<file path="src/rtl/rr_arb_pkg.sv">
// Shared types and helpers for the round-robin hold arbiter.
package rr_arb_pkg;

  typedef enum logic {
    IDLE = 1'b0,
    BUSY = 1'b1
  } arb_state_e;

  function automatic int unsigned idx_w(input int unsigned n);
    return (n <= 2) ? 1 : $clog2(n);
  endfunction

endpackage

</file>
<file path="src/rtl/rr_pick.sv">
// Combinational round-robin picker: first set request at or after ptr, wrapping.
module rr_pick #(
  parameter int unsigned N  = 8,
  parameter int unsigned IW = 3
) (
  input  logic [N-1:0]  req,
  input  logic [IW-1:0] ptr,
  output logic [N-1:0]  win_oh,
  output logic [IW-1:0] win_idx
);

  logic [2*N-1:0] dbl;
  logic [2*N-1:0] base;
  logic [2*N-1:0] sel;

  // Subtracting the pointer bit from the doubled request clears the lowest
  // request at/above ptr; AND-NOT isolates exactly that bit in either half.
  assign dbl    = {req, req};
  assign base   = (2*N)'(1) << ptr;
  assign sel    = dbl & ~(dbl - base);
  assign win_oh = sel[N-1:0] | sel[2*N-1:N];

  always_comb begin
    win_idx = '0;
    for (int unsigned i = 0; i < N; i++) begin
      if (win_oh[i]) win_idx = win_idx | IW'(i);
    end
  end

endmodule

</file>
<file path="src/rtl/rr_hold_arbiter.sv">
// Round-robin arbiter with transaction hold; owner keeps grant until done or req drop.
// Optional owner preemption after HOLD_MAX contended cycles: RR_HOLD_ARBITER_TIMEOUT_EN.
module rr_hold_arbiter
  import rr_arb_pkg::*;
#(
  parameter  int unsigned N        = 8,
  parameter  int unsigned HOLD_MAX = 16,
  localparam int unsigned IW       = idx_w(N)
) (
  input  logic          clk,
  input  logic          rst,
  input  logic [N-1:0]  req,
  input  logic [N-1:0]  done,
  output logic [N-1:0]  grant,
  output logic          grant_vld,
  output logic [IW-1:0] grant_id,
  output logic          timeout
);

  arb_state_e    state_q, state_d;
  logic [N-1:0]  grant_q, grant_d;
  logic [IW-1:0] grant_id_q, grant_id_d;
  logic [IW-1:0] ptr_q, ptr_d;
  logic          vld_q;

  logic [IW-1:0] nxt_ptr;
  logic          owner_rel;
  logic          rel;
  logic [N-1:0]  pick_req;
  logic [IW-1:0] pick_ptr;
  logic [N-1:0]  win_oh;
  logic [IW-1:0] win_idx;

  assign nxt_ptr   = (grant_id_q == IW'(N-1)) ? '0 : grant_id_q + IW'(1);
  assign owner_rel = (|(done & grant_q)) || !(|(req & grant_q));

  // In BUSY the picker pre-computes the successor with the owner masked off,
  // so a release can hand over without an idle cycle.
  assign pick_req = (state_q == BUSY) ? (req & ~grant_q) : req;
  assign pick_ptr = (state_q == BUSY) ? nxt_ptr : ptr_q;

  rr_pick #(
    .N  (N),
    .IW (IW)
  ) u_pick (
    .req     (pick_req),
    .ptr     (pick_ptr),
    .win_oh  (win_oh),
    .win_idx (win_idx)
  );

`ifdef RR_HOLD_ARBITER_TIMEOUT_EN
  localparam int unsigned CW = $clog2(HOLD_MAX) + 1;
  logic [CW-1:0] cnt_q, cnt_d;
  logic          to_q, to_d;
  logic          others_wait;

  assign others_wait = |(req & ~grant_q);
`else
  logic unused_hold_max;
  assign unused_hold_max = (HOLD_MAX < 2);
`endif

  always_comb begin
    state_d    = state_q;
    grant_d    = grant_q;
    grant_id_d = grant_id_q;
    ptr_d      = ptr_q;
    rel        = 1'b0;
`ifdef RR_HOLD_ARBITER_TIMEOUT_EN
    cnt_d      = cnt_q;
    to_d       = 1'b0;
`endif
    case (state_q)
      IDLE: begin
        if (|req) begin
          grant_d    = win_oh;
          grant_id_d = win_idx;
          state_d    = BUSY;
`ifdef RR_HOLD_ARBITER_TIMEOUT_EN
          cnt_d      = '0;
`endif
        end
      end
      BUSY: begin
        rel = owner_rel;
`ifdef RR_HOLD_ARBITER_TIMEOUT_EN
        if (!rel && others_wait) begin
          if (cnt_q == CW'(HOLD_MAX - 1)) begin
            rel  = 1'b1;
            to_d = 1'b1;
          end else begin
            cnt_d = cnt_q + CW'(1);
          end
        end
`endif
        if (rel) begin
          ptr_d = nxt_ptr;
`ifdef RR_HOLD_ARBITER_TIMEOUT_EN
          cnt_d = '0;
`endif
          if (|pick_req) begin
            grant_d    = win_oh;
            grant_id_d = win_idx;
          end else begin
            grant_d = '0;
            state_d = IDLE;
          end
        end
      end
      default: state_d = IDLE;
    endcase
  end

  always_ff @(posedge clk) begin
    if (rst) begin
      state_q    <= IDLE;
      grant_q    <= '0;
      grant_id_q <= '0;
      ptr_q      <= '0;
      vld_q      <= 1'b0;
    end else begin
      state_q    <= state_d;
      grant_q    <= grant_d;
      grant_id_q <= grant_id_d;
      ptr_q      <= ptr_d;
      vld_q      <= |grant_d;
    end
  end

`ifdef RR_HOLD_ARBITER_TIMEOUT_EN
  always_ff @(posedge clk) begin
    if (rst) begin
      cnt_q <= '0;
      to_q  <= 1'b0;
    end else begin
      cnt_q <= cnt_d;
      to_q  <= to_d;
    end
  end

  assign timeout = to_q;
`else
  assign timeout = 1'b0;
`endif

  assign grant     = grant_q;
  assign grant_vld = vld_q;
  assign grant_id  = grant_id_q;

endmodule
</file>
<file path="config.mk">
export PLATFORM = sky130hd
export DESIGN_NAME = rr_hold_arbiter
export DESIGN_NICKNAME = d
export VERILOG_FILES = /design/src/rtl/rr_arb_pkg.sv /design/src/rtl/rr_pick.sv /design/src/rtl/rr_hold_arbiter.sv
export SDC_FILE = /design/constraint.sdc
export NUM_CORES = 1
export LEC_CHECK = 0
export ABC_AREA = 1
export CAP_MARGIN = 20
export CORE_AREA = 2 2 69 71
export CTS_BUF_LIST = sky130_fd_sc_hd__clkbuf_4 sky130_fd_sc_hd__clkbuf_8
export DETAILED_ROUTE_END_ITERATION = 12
export DIE_AREA = 0 0 71 73
export PLACE_DENSITY_LB_ADDON = 0.2
export SYNTH_ARGS = -nofsm -noshare
export SYNTH_HDL_FRONTEND = slang
export SYNTH_SLANG_ARGS = --single-unit
</file>
<file path="constraint.sdc">
create_clock -name clk -period 2.43 [get_ports clk]
set_input_delay 0.6075 -clock clk [delete_from_list [all_inputs] [get_ports clk]]
set_output_delay 0.6075 -clock clk [all_outputs]
set_load 0.05 [all_outputs]
</file>
# Yosys cells after proc, flatten, opt, wreduce, memory -nomap -nowiden
# Cells that the tools add are included.
word_totals:
  inputBits: 18
  reg_bits: 16
  output_inout_bits: 13
classes:
  shift: 1
  add_sub_neg: 2
  n_bitwise: 8
  n_mux: 22
  n_reduce_logical: 9
  eq_ne: 4
ops:
  columns: ["operator", "count"]
  rows:
  - ["$reduce_or A8 Y1", 5]
  - ["$mux W8", 4]
  - ["$mux W3", 9]
  - ["$and A8 B8 Y8", 3]
  - ["$and A16 B16 Y16", 1]
  - ["$not A16 Y16", 1]
  - ["$pmux W8 S2", 1]
  - ["$shl A1 B3 Y16 const A", 1]
  - ["$sub A16 B16 Y16", 1]
  - ["$not A8 Y8", 1]
  - ["$or A8 B8 Y8", 1]
  - ["$pmux W3 S2", 1]
  - ["$mux W1", 4]
  - ["$mux W2", 2]
  - ["$ne A2 B1 Y1 const B", 2]
  - ["$add A3 B1 Y3 const B", 1]
  - ["$eq A3 B3 Y1 const B", 1]
  - ["$reduce_and A3 Y1", 1]
  - ["$ne A2 B2 Y1 const B", 1]
  - ["$pmux W1 S2", 1]
  - ["$reduce_and A2 Y1", 1]
  - ["$logic_not A1 Y1", 1]
  - ["$logic_or A1 B1 Y1", 1]
  - ["$not A1 Y1", 1]

# Logic depth before layout (Yosys ltp)
# Gate-level depths: netlist of run 1.
logic_depth:
  depth_word: 18
  mapped_depth: 22
  ltp_nobuf: 22

# Cells and area by module
# Synthesis of run 1 repeated with hierarchy kept, for this count alone.
hier_totals:
  cells_unflattened: 384
  hier_area_um2: 2082.0
by_module_without_submodules:
  columns: ["module", "cells_per_inst", "seq_area_each_um2", "n_inst", "area_per_inst_um2"]
  rows:
  - ["rr_hold_arbiter", 217, 320.3, 1, 1277.5]
  - ["rr_pick", 167, 0.0, 1, 804.5]

# Worst setup path before layout of run 1
# No wires, ideal clock.
synth_path:
  kind: "register to register"
  startpoint: "reg grant_id_q[0] (netlist: grant_id[0])"
  endpoint: "reg vld_q (netlist: grant_vld)"
  path_buffers: 0
  required_ns: 2.302
  arrival_time_ns: 2.853
  setup_slack_ns: -0.551
  setup_ns: 0.128
  path_stages_with_launch: 21
  cell_sequence: "dfxtp_1 ha_1 ha_1 o21ai_1 nand2_2 inv_1 nand3_1 inv_1 fa_1 inv_1 nand3_1 nand2_1 nand2_1 nand2_1 nor2_2 o21ai_0 o21ai_1 nor2_1 nand3_1 nor2_1 nor2_1"
synth_between:
  elab_chain_len: 12
synth_rtl:
  columns: ["element", "line", "source"]
  rows:
  - ["from (decl)", "rr_hold_arbiter.sv:22", "logic [IW-1:0] grant_id_q, grant_id_d;"]
  - ["from (signal assigned)", "rr_hold_arbiter.sv:125", "grant_id_q <= grant_id_d;"]
  - ["$add A3 B1 Y3 or $eq A3 B3 Y1 (tied branches)", "rr_hold_arbiter.sv:34", "assign nxt_ptr = (grant_id_q == IW'(N-1)) ? '0 : grant_id_q + IW'(1);"]
  - ["$mux W3 (*)", "rr_hold_arbiter.sv:34", null]
  - ["$mux W3 (*)", "rr_hold_arbiter.sv:40", "assign pick_ptr = (state_q == BUSY) ? nxt_ptr : ptr_q;"]
  - ["$shl A1 B3 Y16 (*)", "rr_pick.sv:19", "assign base = (2*N)'(1) << ptr;"]
  - ["$sub A16 B16 Y16 (*)", "rr_pick.sv:20", "assign sel = dbl & ~(dbl - base);"]
  - ["$not A16 Y16 (*)", "rr_pick.sv:20", null]
  - ["$and A16 B16 Y16 (*)", "rr_pick.sv:20", null]
  - ["$or A8 B8 Y8 (*)", "rr_pick.sv:21", "assign win_oh = sel[N-1:0] | sel[2*N-1:N];"]
  - ["$mux W8", "rr_hold_arbiter.sv:102", "if (|pick_req) begin"]
  - ["$mux W8", "rr_hold_arbiter.sv:97", "if (rel) begin"]
  - ["$pmux W8 S2 (*)", "rr_hold_arbiter.sv:74", "case (state_q)"]
  - ["$reduce_or A8 Y1 (*)", "rr_hold_arbiter.sv:127", "vld_q <= |grant_d;"]
  - ["to (signal assigned)", "rr_hold_arbiter.sv:127", null]
  - ["to (decl)", "rr_hold_arbiter.sv:24", "logic vld_q;"]
# Every way passes the cells marked *; elsewhere a longest branch is shown, timed or not.
# A chain may end at the register's enable or synchronous reset.

# Final worst setup path of run 1
layout_path:
  startpoint: "reg grant_id_q[1] (netlist: grant_id[1])"
  endpoint: "reg vld_q (netlist: grant_vld)"
layout_between:
  elab_chain_len: 12
layout_rtl:
  columns: ["element", "line", "source"]
  rows:
  - ["$add A3 B1 Y3 or $eq A3 B3 Y1 (tied branches)", "rr_hold_arbiter.sv:34", null]
  - ["$mux W3 (*)", "rr_hold_arbiter.sv:34", null]
  - ["named net nxt_ptr[2]", "rr_hold_arbiter.sv:26", "logic [IW-1:0] nxt_ptr;"]
  - ["$mux W3 (*)", "rr_hold_arbiter.sv:40", null]
  - ["$shl A1 B3 Y16 (*)", "rr_pick.sv:19", null]
  - ["$sub A16 B16 Y16 (*)", "rr_pick.sv:20", null]
  - ["$not A16 Y16 (*)", "rr_pick.sv:20", null]
  - ["$and A16 B16 Y16 (*)", "rr_pick.sv:20", null]
  - ["$or A8 B8 Y8 (*)", "rr_pick.sv:21", null]
  - ["$mux W8", "rr_hold_arbiter.sv:102", null]
  - ["$mux W8", "rr_hold_arbiter.sv:97", null]
  - ["$pmux W8 S2 (*)", "rr_hold_arbiter.sv:74", null]
  - ["$reduce_or A8 Y1 (*)", "rr_hold_arbiter.sv:127", null]
# The timed path passes the listed nets; every way through them passes the cells marked *.

==> impl_results.md, run 1 <==
* Vias in the first global route at approximately 2200
* Number of sinks handled by clock tree synthesis at 16
* Min Tclk post-route at 2.68 ns
* DIE AREA at between 5000 and 6000 µm²
* Drt initial violations at approximately 110
* Largest fanout on the critical path at 6
* Met3 Resource Use GR at under 10%
* Antenna violations before repair at 0
* Max Transition Viols Final at 0
* Fraction of final layout cells with drive strength greater than 1 at 46.6%
* CTS tree: done
* Worst Skew at roughly 0.0038 ns
* Count of flip-flops with a built-in enable after synthesis at 0
* First-pass GRT wire length at roughly 9600 µm
* Yosys warns at 0
* Number of endpoints with negative hold slack in the final report at 0
* H-tree lvl count at 1
* Top cell type's share of synthesized area at around a fifth
* Wirelength per Cell at ~14 µm
* Avg Cell Area, Syn at roughly 5.8 µm²
* GRT Overall Usage at 23.1%
* Top-count cell post-synth: nand2_1
* Number of top-level pins at 31
* Critical Path Sink Type: flip-flop
* Most frequent cells after synthesis: 81 x nand2_1, 42 x inv_1, 39 x nor2_1
* Final design area excluding fillers at around 3100 µm²
* Setup CP Type: flip-flop to flip-flop
* Maximum clock frequency at ~370 MHz
* Least setup slack across all paths after layout at -0.249 ns
* Number of fill cells at around 360
* Vertical die dimension at approximately 73 µm
* Core region area at 4540 µm²
* Floorplan die width at 71 µm
* NumNets Final at roughly 420
* Maximum resistive drop on vdd at 775 µV
* Power density over the cells at approximately 1100 nW/µm²
* Library cell occupying the most area in the post-synthesis netlist: dfxtp_1
* Classification of the worst-slack hold path: flip-flop to flip-flop
* Overall via count from detail_route at 2273
* Overall power at between 3000 and 4000 µW
* Gr ovfl total at 0
* Violated checks: negative setup slack
* Maximum number of pins on one net before global-route repair at 13
* Leakage power figure at between 0.001 and 0.0015 µW
* Clk buf depth at 2
* Portion of the post-synthesis area used by sequential elements at between 10% and 20%
* DP Area at approximately 2700 µm²
* Sum of net half-perimeters after detailed placement at ~4700 µm
* Met1 usage in global routing at 28.0%
* Area overhead of the layout relative to synthesis at 81.7%
* Status: complete, but fails checks
* Async SR Flop Fraction at 0%
* MaxCap Viol Count at 0
* Most heavily used metal layer in global routing: met2
* GRT met2 Usage at a little over two fifths
* Antenna Nets Post-Route at 0
* RSZ-0062 raised after global routing: yes
* Hold slack at between 0.4 and 0.5 ns
* Synth Register Bits at 16
* Arr. time, crit path at between 2 and 3 ns
* Post-Route WL at between 6000 and 7000 µm
* Number of antenna diodes at 0
* Routability Congestion at about 0.85
* Final-report setup violation count at 11
* Share of the cycle needed by the critical path after routing at 110%
* Clock insertion delay at the later pin of the skew report at about 0.25 ns
* Number of design rule violations left after detail routing at 0
* Slew margin rel. at between 60% and 70%
* Port-buffer cells at 29
* Measured slew at the worst slew-check pin at around 0.5 ns
* Synthesized netlist cell count at 290
* Clock buffer count from CTS at 3
* Number of optimization iterations in the first detailed-route pass at 5
* Clk Tree Root Cell: clkbuf_8
* Post-detailed-route via-to-cell ratio at approximately 5
* Initial core utilization at between 30% and 40%
* Cell Area, Synth at approximately 1700 µm²
* CP required at between 2 and 3 ns
* Critical path launch point type: flip-flop
* Number of standard-cell rows in the floorplan at 25
* Top FF cell, synth: dfxtp_1
* Cell types with the largest area share after synthesis: dfxtp_1 19%, nand2_1 18%, inv_1 9.3%, nor2_1 8.6%, nand3_1 8.3%
* Number of distinct standard cells referenced by the synthesized netlist at 35
* Clock-pin slew on the worst setup and hold paths at around 0.060 ns
* Net Count, Synth at approximately 320
[path summary, 6_finish.rpt]
| check | depth (start not counted) | startpoint | slack (ns) | endpoint |
|---|---|---|---|---|
| setup / recovery | 20 | grant_id[1] | -0.25 | grant_vld |
| hold reg to reg | 2 | ptr_q[2] | 0.47 | ptr_q[2] |
| setup reg to reg | 20 | grant_id[1] | -0.25 | grant_vld |
| hold / removal | 2 | ptr_q[2] | 0.47 | ptr_q[2] |
[final cells by class]
| type | instances | area (µm²) | share of cell area, % |
|---|---|---|---|
| Sequential cell | 16 | 330 | 10.7 |
| Multi-Input combinational cell | 225 | 1590 | 51.7 |
| Inverter | 45 | 176 | 5.73 |
| Timing Repair Buffer | 103 | 865 | 28.1 |
| Clock buffer | 4 | 48.8 | 1.59 |
| Tap cell | 54 | 67.6 | 2.20 |
[cell usage in the layout, fill, tap and decap left out, drive strengths merged, types with 2 or more instances in the layout]
cell type	netlist	routed
inv	45	45
a31oi	2	2
nand2	93	93
ha	9	9
clkdlybuf4s50	0	28
clkbuf	2	4
buf	2	74
nand3	28	28
o21ai	19	19
dfxtp	16	16
a21oi	15	15
nor2	42	42
xnor2	2	2
nand4	6	6
[repair_timing]
action | CTS | global route
setup buffers | 6 | 4
pin swaps | 31 | 49
hold buffers | 0 | 0
cloned | 0 | 0
resized for setup | 32 | 47
setup endpoints to repair | 11 | 12
[layer usage]
metal	part of all wire [%]	routed length, µm
met5	0	0
met4	3.7	232
met3	3.9	242
met2	51	3140
met1	42	2590
[kinds of logic (layout without fill, tap and decap cells)]
family / after synthesis / in the layout / share of synthesized area (%)
flops: 16 / 16 / 18.9
xor+xnor: 2 / 2 / 1.03
compound gates: 39 / 39 / 13.9
fa+ha+maj: 10 / 10 / 7.83
buf+inv: 49 / 152 / 12.1
other cells: 1 / 1 / 0.221
simple gates: 173 / 173 / 46.0
[sequential cells by signal, indices dropped and copies added, names as in the netlist]
signal     flops
grant          8
grant_id       3
ptr_q          3
grant_vld      1
state_q        1
[report_power, final]
group          total (µW)  internal (µW)  switching [µW]  leakage (µW)
logic                2720           1220            1510       0.00128
registers             431            362            69.8      0.000134
clock network         213            127            85.9     0.0000262
[worst max-delay path, cell delays in order, from the launching register on]
cell,delay [ns]
dfxtp_4,0.35
ha_4,0.16
ha_4,0.26
inv_2,0.03
nand2_2,0.06
nand2_4,0.10
inv_6,0.10
nand3_4,0.08
ha_4,0.34
nand2_4,0.09
nor2_4,0.11
nor3b_2,0.16
nand2_1,0.11
nand3_2,0.09
nand2_2,0.10
nand2_2,0.08
nand2_1,0.05
nor2_1,0.09
nand2_1,0.05
nor2_1,0.09
nor2_1,0.04
[through the flow]
stage,worst slack [ns],utilization (%),setup TNS (ns),std cells
2_1_floorplan,-0.103,-,-0.103,290
3_5_place_dp,-0.475,58.9,-3.76,433
4_1_cts,-0.207,63.4,-1.17,443
6_report,-0.249,67.9,-1.67,447
3_3_place_gp,-0.406,58.9,-3.46,433
5_1_grt,-0.443,67.9,-3.39,447
No activity file was read; power rests on OpenSTA's default activity.
==> run 2, diff against run 1 <==
- CELL_PAD_IN_SITES_DETAIL_PLACEMENT: unset -> 0
- CELL_PAD_IN_SITES_GLOBAL_PLACEMENT: unset -> 2
- CORE_AREA: 2 2 69 71 -> 2 2 86 88
- DIE_AREA: 0 0 71 73 -> 0 0 88 90
==> impl_results.md, run 2 (synthesis gave the netlist of run 1 again) <==
* Status: complete, but fails checks
* Violated checks: negative setup slack
* Clk buf depth at 2
* GRT met2 Usage at roughly 29%
* Slew margin rel. at about two thirds
* Power density over the cells at about 1100 nW/µm²
* Classification of the worst-slack hold path: flip-flop to flip-flop
* Initial core utilization at 24.1%
* Post-Route WL at around 6500 µm
* Number of antenna diodes at 0
* Internal reg-to-reg setup slack at -0.36 ns
* First-pass GRT wire length at 10700 µm
* Combined buffer and inverter count along the critical path at 5
* Vias in the first global route at about 2200
* Number of design rule violations left after detail routing at 0
* CTS tree: done
* RSZ-0062 raised after global routing: yes
* Sum of net half-perimeters after detailed placement at approximately 5500 µm
* DIE AREA at roughly 7900 µm²
* Largest fanout on the critical path at 4
* Port-buffer cells at 29
* Number of endpoints with negative hold slack in the final report at 0
* Number of hold buffers added after cts at 0
* Area overhead of the layout relative to synthesis at 90.0%
* Floorplan die width at between 80 and 90 µm
* Clk Tree Root Cell: clkbuf_8
* Overall via count from detail_route at about 2200
* Drt initial violations at slightly below 80
* Gr ovfl total at 0
* Overall power at between 3000 and 4000 µW
* Vertical die dimension at around 90 µm
* Setup CP Type: flip-flop to flip-flop
* Met1 usage in global routing at 23.5%
* Flip-flop count of the largest register after layout at 8
* Wirelength per Cell at 12.9 µm
* CP required at between 2 and 3 ns
* Largest incremental delay on the critical path at ~0.35 ns
* Critical path launch point type: flip-flop
* Leakage power figure at about 0.0015 µW
* Arr. time, crit path at around 3 ns
* Min Tclk post-route at approximately 2.8 ns
* Least setup slack across all paths after layout at -0.359 ns
* Utilization of the core after routing at 45.8%
* Ordered list of cells on the worst path: ha_4, ha_4, inv_2, nand2_2, nand2_4, buf_4, nand2_2, ha_4, buf_4, nand3_2, nand2_4, buf_4, buf_6, xnor2_2, o21ai_2, o21ai_2, nor2_1, nand3_1, nor2_1, nor2_1
* Worst Skew at about 0.0048 ns
* Critical Path Sink Type: flip-flop
* NumNets Final at between 400 and 500
* Antenna violations before repair at 0
* Most common cell after layout, fill and taps aside: buf_4
* Number of top-level pins at 31
* Share of the cycle needed by the critical path after routing at 115%
* H-tree lvl count at 1
* Most heavily used metal layer in global routing: met2
* Antenna Nets Post-Route at 0
* Setup tns final at -2.12 ns
* Max Transition Viols Final at 0
* Measured slew at the worst slew-check pin at approximately 0.5 ns
* Clock-pin slew on the worst setup and hold paths at about 0.060 ns
* Number of fill cells at between 700 and 800
* Maximum resistive drop on vdd at 461 µV
* Number of optimization iterations in the first detailed-route pass at 4
* Maximum clock frequency at 359 MHz
* MaxCap Viol Count at 0
* Maximum number of pins on one net before global-route repair at 11
* Post-place setup slack at -0.505 ns
* Fraction of final layout cells with drive strength greater than 1 at approximately half
* Clock insertion delay at the later pin of the skew report at between 0.2 and 0.3 ns
* Number of standard-cell rows in the floorplan at 31
* Library cell contributing the largest single delay on the critical path: dfxtp_4
* Clock buffer count from CTS at 3
* Hold slack at between 0.4 and 0.5 ns
* Number of sinks handled by clock tree synthesis at 16
* Routability Congestion at 0.823
* Final-report setup violation count at 11
* Post-detailed-route via-to-cell ratio at roughly 4.3
* Met3 Resource Use GR at about 1.0%
* GRT Overall Usage at approximately 17%
* Critical path's top delay family: simple AND/OR/NAND/NOR gates
* Top library cells by usage in the layout, fill and taps aside: 85 x buf_4, 59 x nand2_1, 36 x inv_1
* Core region area at between 7000 and 8000 µm²
==> run 2: cell count changes in the layout (fill, tap and decap cells not counted), sizes merged <==
cell / previous run / this run
buf: 74 / 89
dlygate4sd2: 1 / 0
clkdlybuf4s50: 28 / 29
==> run 2: worst register-to-register path, delay by kind of cell, from the launching register on <==
kind	cells	cell delay, ns
DFF	1	0.35
and+or+nand+nor	9	0.71
AOI/OAI and AO/OA	2	0.28
xor gates and xnor gates	1	0.12
adders and majority gates	3	0.64
buffers and inverters	5	0.58
==> run 2: path summary, 6_finish.rpt <==
check | from | endpoint | cells after the start
setup / recovery | grant_id[1] | grant_vld | 20
hold / removal | ptr_q[2] | ptr_q[2] | 2
setup reg to reg | grant_id[1] | grant_vld | 20
hold reg to reg | ptr_q[2] | ptr_q[2] | 2
==> run 2: cell type report <==
class	instances	area, µm²	share of cell area, %
multi-input cells	225	1570	48.8
repair buffers	118	973	30.2
flip-flops and latches	16	329	10.2
inverters	45	171	5.33
well taps	99	124	3.85
clock buffers	4	48.8	1.52
==> run 2: report_power, final <==
part	internal, µW	switching (µW)	total, µW
logic	1260	1480	2740
clock network	127	89.3	217
registers	361	61.5	423
total	1750	1640	3380
==> run 2: metal layers <==
metal | wire (µm) | share of wire, % | up-vias
met5 | 0 | 0 | -
met4 | 49 | 0.75 | 0
met3 | 51 | 0.78 | 5
met2 | 3350 | 51 | 11
met1 | 3090 | 47 | 1007
li1 | - | - | 1165
==> run 2: stage by stage <==
step / cells / cell area [µm²]
finish: 507 / 3220
global placement: 493 / 2830
detailed placement: 493 / 2830
CTS: 502 / 3090
floorplan: 290 / 1860
global route: 507 / 3220
==> run 2: timing repair <==
action,in CTS,in global routing
setup endpoints to repair,11,12
pin swaps,34,16
setup buffers,5,6
gates resized for setup,46,25
==> run 3, diff against run 2 <==
- HOLD_SLACK_MARGIN: unset -> 0.08
- REMOVE_ABC_BUFFERS: unset -> 1
==> impl_results.md, run 3 (synthesis gave the netlist of run 1 again) <==
* Status: complete, but fails checks
* Violated checks: negative setup slack
* Overall via count from detail_route at roughly 2200
* Least setup slack across all paths after layout at -0.269 ns
* Routability Congestion at around 0.87
* Number of standard-cell rows in the floorplan at 31
* Number of endpoints with negative hold slack in the final report at 0
* Origin of the worst setup path: grant_id[1]
* Number of antenna diodes at 0
* Min Tclk post-route at approximately 2.7 ns
* Amount of wire on met3 after detailed routing at 107 µm
* DP Area at approximately 2700 µm²
* Classification of the worst-slack hold path: flip-flop to flip-flop
* Number of design rule violations left after detail routing at 0
* Maximum number of pins on one net before global-route repair at 10
* NumNets Final at around 440
* Max Transition Viols Final at 0
* GRT Overall Usage at 17.4%
* Detail Route met2 WL at around 3400 µm
* Core region area at 7020 µm²
* Internal reg-to-reg setup slack at -0.27 ns
* Final design area excluding fillers at roughly 3300 µm²
* Post-detailed-route via-to-cell ratio at around 4.4
* Sequential fraction of design power at roughly an eighth
* Largest fanout on the critical path at 6
* RSZ-0062 raised after global routing: yes
* Drt initial violations at 85
* Worst R2R Start: grant_id[1]
* Critical path launch point type: flip-flop
* Proportion of power drawn by the clock network at under 10%
* Antenna Nets Post-Route at 0
* Antenna violations before repair at 0
* WP depth at 23
* Cell internal power dissipation at between 1500 and 2000 µW
* DIE AREA at approximately 7900 µm²
* Port-buffer cells at 29
* Wirelength per Cell at ~13 µm
* MaxCap Viol Count at 0
* Number of top-level pins at 31
* Number of optimization iterations in the first detailed-route pass at 4
* First-pass GRT wire length at between 10000 and 15000 µm
* Number of fill cells at between 700 and 800
* Clk Tree Root Cell: clkbuf_8
* Floorplan die width at 88 µm
* Worst setup path endpoint: grant_vld
* Maximum resistive drop on vdd at around 590 µV
* Combined buffer and inverter count along the critical path at 5
* Fraction of final layout cells with drive strength greater than 1 at about half
* CTS tree: done
* CP required at roughly 2.6 ns
* Leakage power figure at roughly 0.0015 µW
* Top library cells by usage in the layout, fill and taps aside: 79 x buf_4, 54 x nand2_1, 33 x inv_1
* Clk buf depth at 2
* Slew margin rel. at 66.3%
* Largest incremental delay on the critical path at 0.36 ns
* Library cell contributing the largest single delay on the critical path: dfxtp_4
* Share of the cycle needed by the critical path after routing at 111%
* Initial core utilization at 24.1%
* Vertical die dimension at 90 µm
* Combinational share of power at between 80 and 90%
* H-tree lvl count at 1
* Worst Skew at 0.00611 ns
* Hold slack at approximately 0.46 ns
* Metal1 wirelength at 3140 µm
* Critical path's top delay family: simple AND/OR/NAND/NOR gates
* Post-place setup slack at -0.600 ns
* Net switching component of the power at around 1700 µW
* Most common cell after layout, fill and taps aside: buf_4
* Utilization of the core after routing at roughly 47%
* Sum of net half-perimeters after detailed placement at between 5000 and 6000 µm
* Measured slew at the worst slew-check pin at 0.504 ns
* Net switching share of the total power at just under 50%
* Clock buffer count from CTS at 3
* Setup CP Type: flip-flop to flip-flop
* Power density over the cells at between 1000 and 1500 nW/µm²
* Maximum clock frequency at ~370 MHz
* Reg2reg end: grant_vld
* Area overhead of the layout relative to synthesis at 95.2%
* Clock-pin slew on the worst setup and hold paths at about 0.07 ns
* Overall power at between 3000 and 4000 µW
* Number of sinks handled by clock tree synthesis at 16
* Final-report setup violation count at 9
* Gr ovfl total at 0
* Ordered list of cells on the worst path: ha_4, ha_4, inv_2, nand2_2, nand2_4, inv_6, nand3_4, ha_4, nand2_4, buf_6, inv_2, nand4_1, o211ai_1, inv_1, nand2_1, nand2_2, a21oi_4, nand2_2, nand2_1, nor2_1, nand2_1, nor2_1, nor2_1
* Vias in the first global route at roughly 2300
* Flip-flop count of the largest register after layout at 8
* Highest metal layer with signal wires: met4
* Worst-case reg-to-reg path depth at 23
* Post-Route WL at around 6700 µm
* Arr. time, crit path at 2.89 ns
* Clock insertion delay at the later pin of the skew report at around 0.26 ns
* Critical Path Sink Type: flip-flop
-- run 3: changes by cell type in the layout (fill, tap and decap cells not counted), sizes merged --
cell	change
buf	-2
-- run 3: worst min path at each step --
stage                     depth (start not counted)        to      from
final                                             2  ptr_q[2]  ptr_q[2]
after global routing                              2  ptr_q[2]  ptr_q[2]
after CTS                                         2  ptr_q[2]  ptr_q[2]
after detailed placement                          2  ptr_q[2]  ptr_q[2]
after global placement                            2  ptr_q[2]  ptr_q[2]
after floorplan                                   2  ptr_q[0]  ptr_q[0]
-- run 3: repair_timing --
action	in CTS	in global routing
gates resized for setup	69	60
buffers inserted	3	3
setup endpoints to repair	12	12
hold buffers	0	0
pin swaps	36	52
-- run 3: area by class of cell --
type,count,area [µm²],area share (%)
clock buffers,4,55.1,1.66
repair buffers,116,982,29.7
inverters,45,176,5.33
well taps,99,124,3.75
multi-input cells,225,1640,49.7
flip-flops and latches,16,325,9.84
-- run 3: power by group through the flow --
| stage | combinational, µW | clock (µW) | sequential [µW] |
|---|---|---|---|
| finish | 2840 | 247 | 427 |
| global route | 3100 | 261 | 437 |
| CTS | 2530 | 247 | 420 |
| detailed placement | 2130 | 0 | 411 |
| global placement | 2150 | 0 | 411 |
| floorplan | 914 | 0 | 658 |
-- run 3: worst min-delay path: stages, from the launching register on --
cell	delay, ns
dfxtp_1	0.30
inv_1	0.06
a21oi_1	0.06
-- run 3: metal layers --
metal / vias to the layer above / track usage (%)
met4: 0 / 3.08
met3: 5 / 0.735
li1: 1154 / -
met2: 32 / 30.7
met1: 1022 / 23.4
met5: - / 0
-- run 3: per-stage QoR --
stage,std cells,setup TNS [ns]
finish,505,-1.40
global route,505,-3.15
CTS,502,-1.54
detailed placement,495,-5.13
global placement,495,-5.28
floorplan,286,-3.87
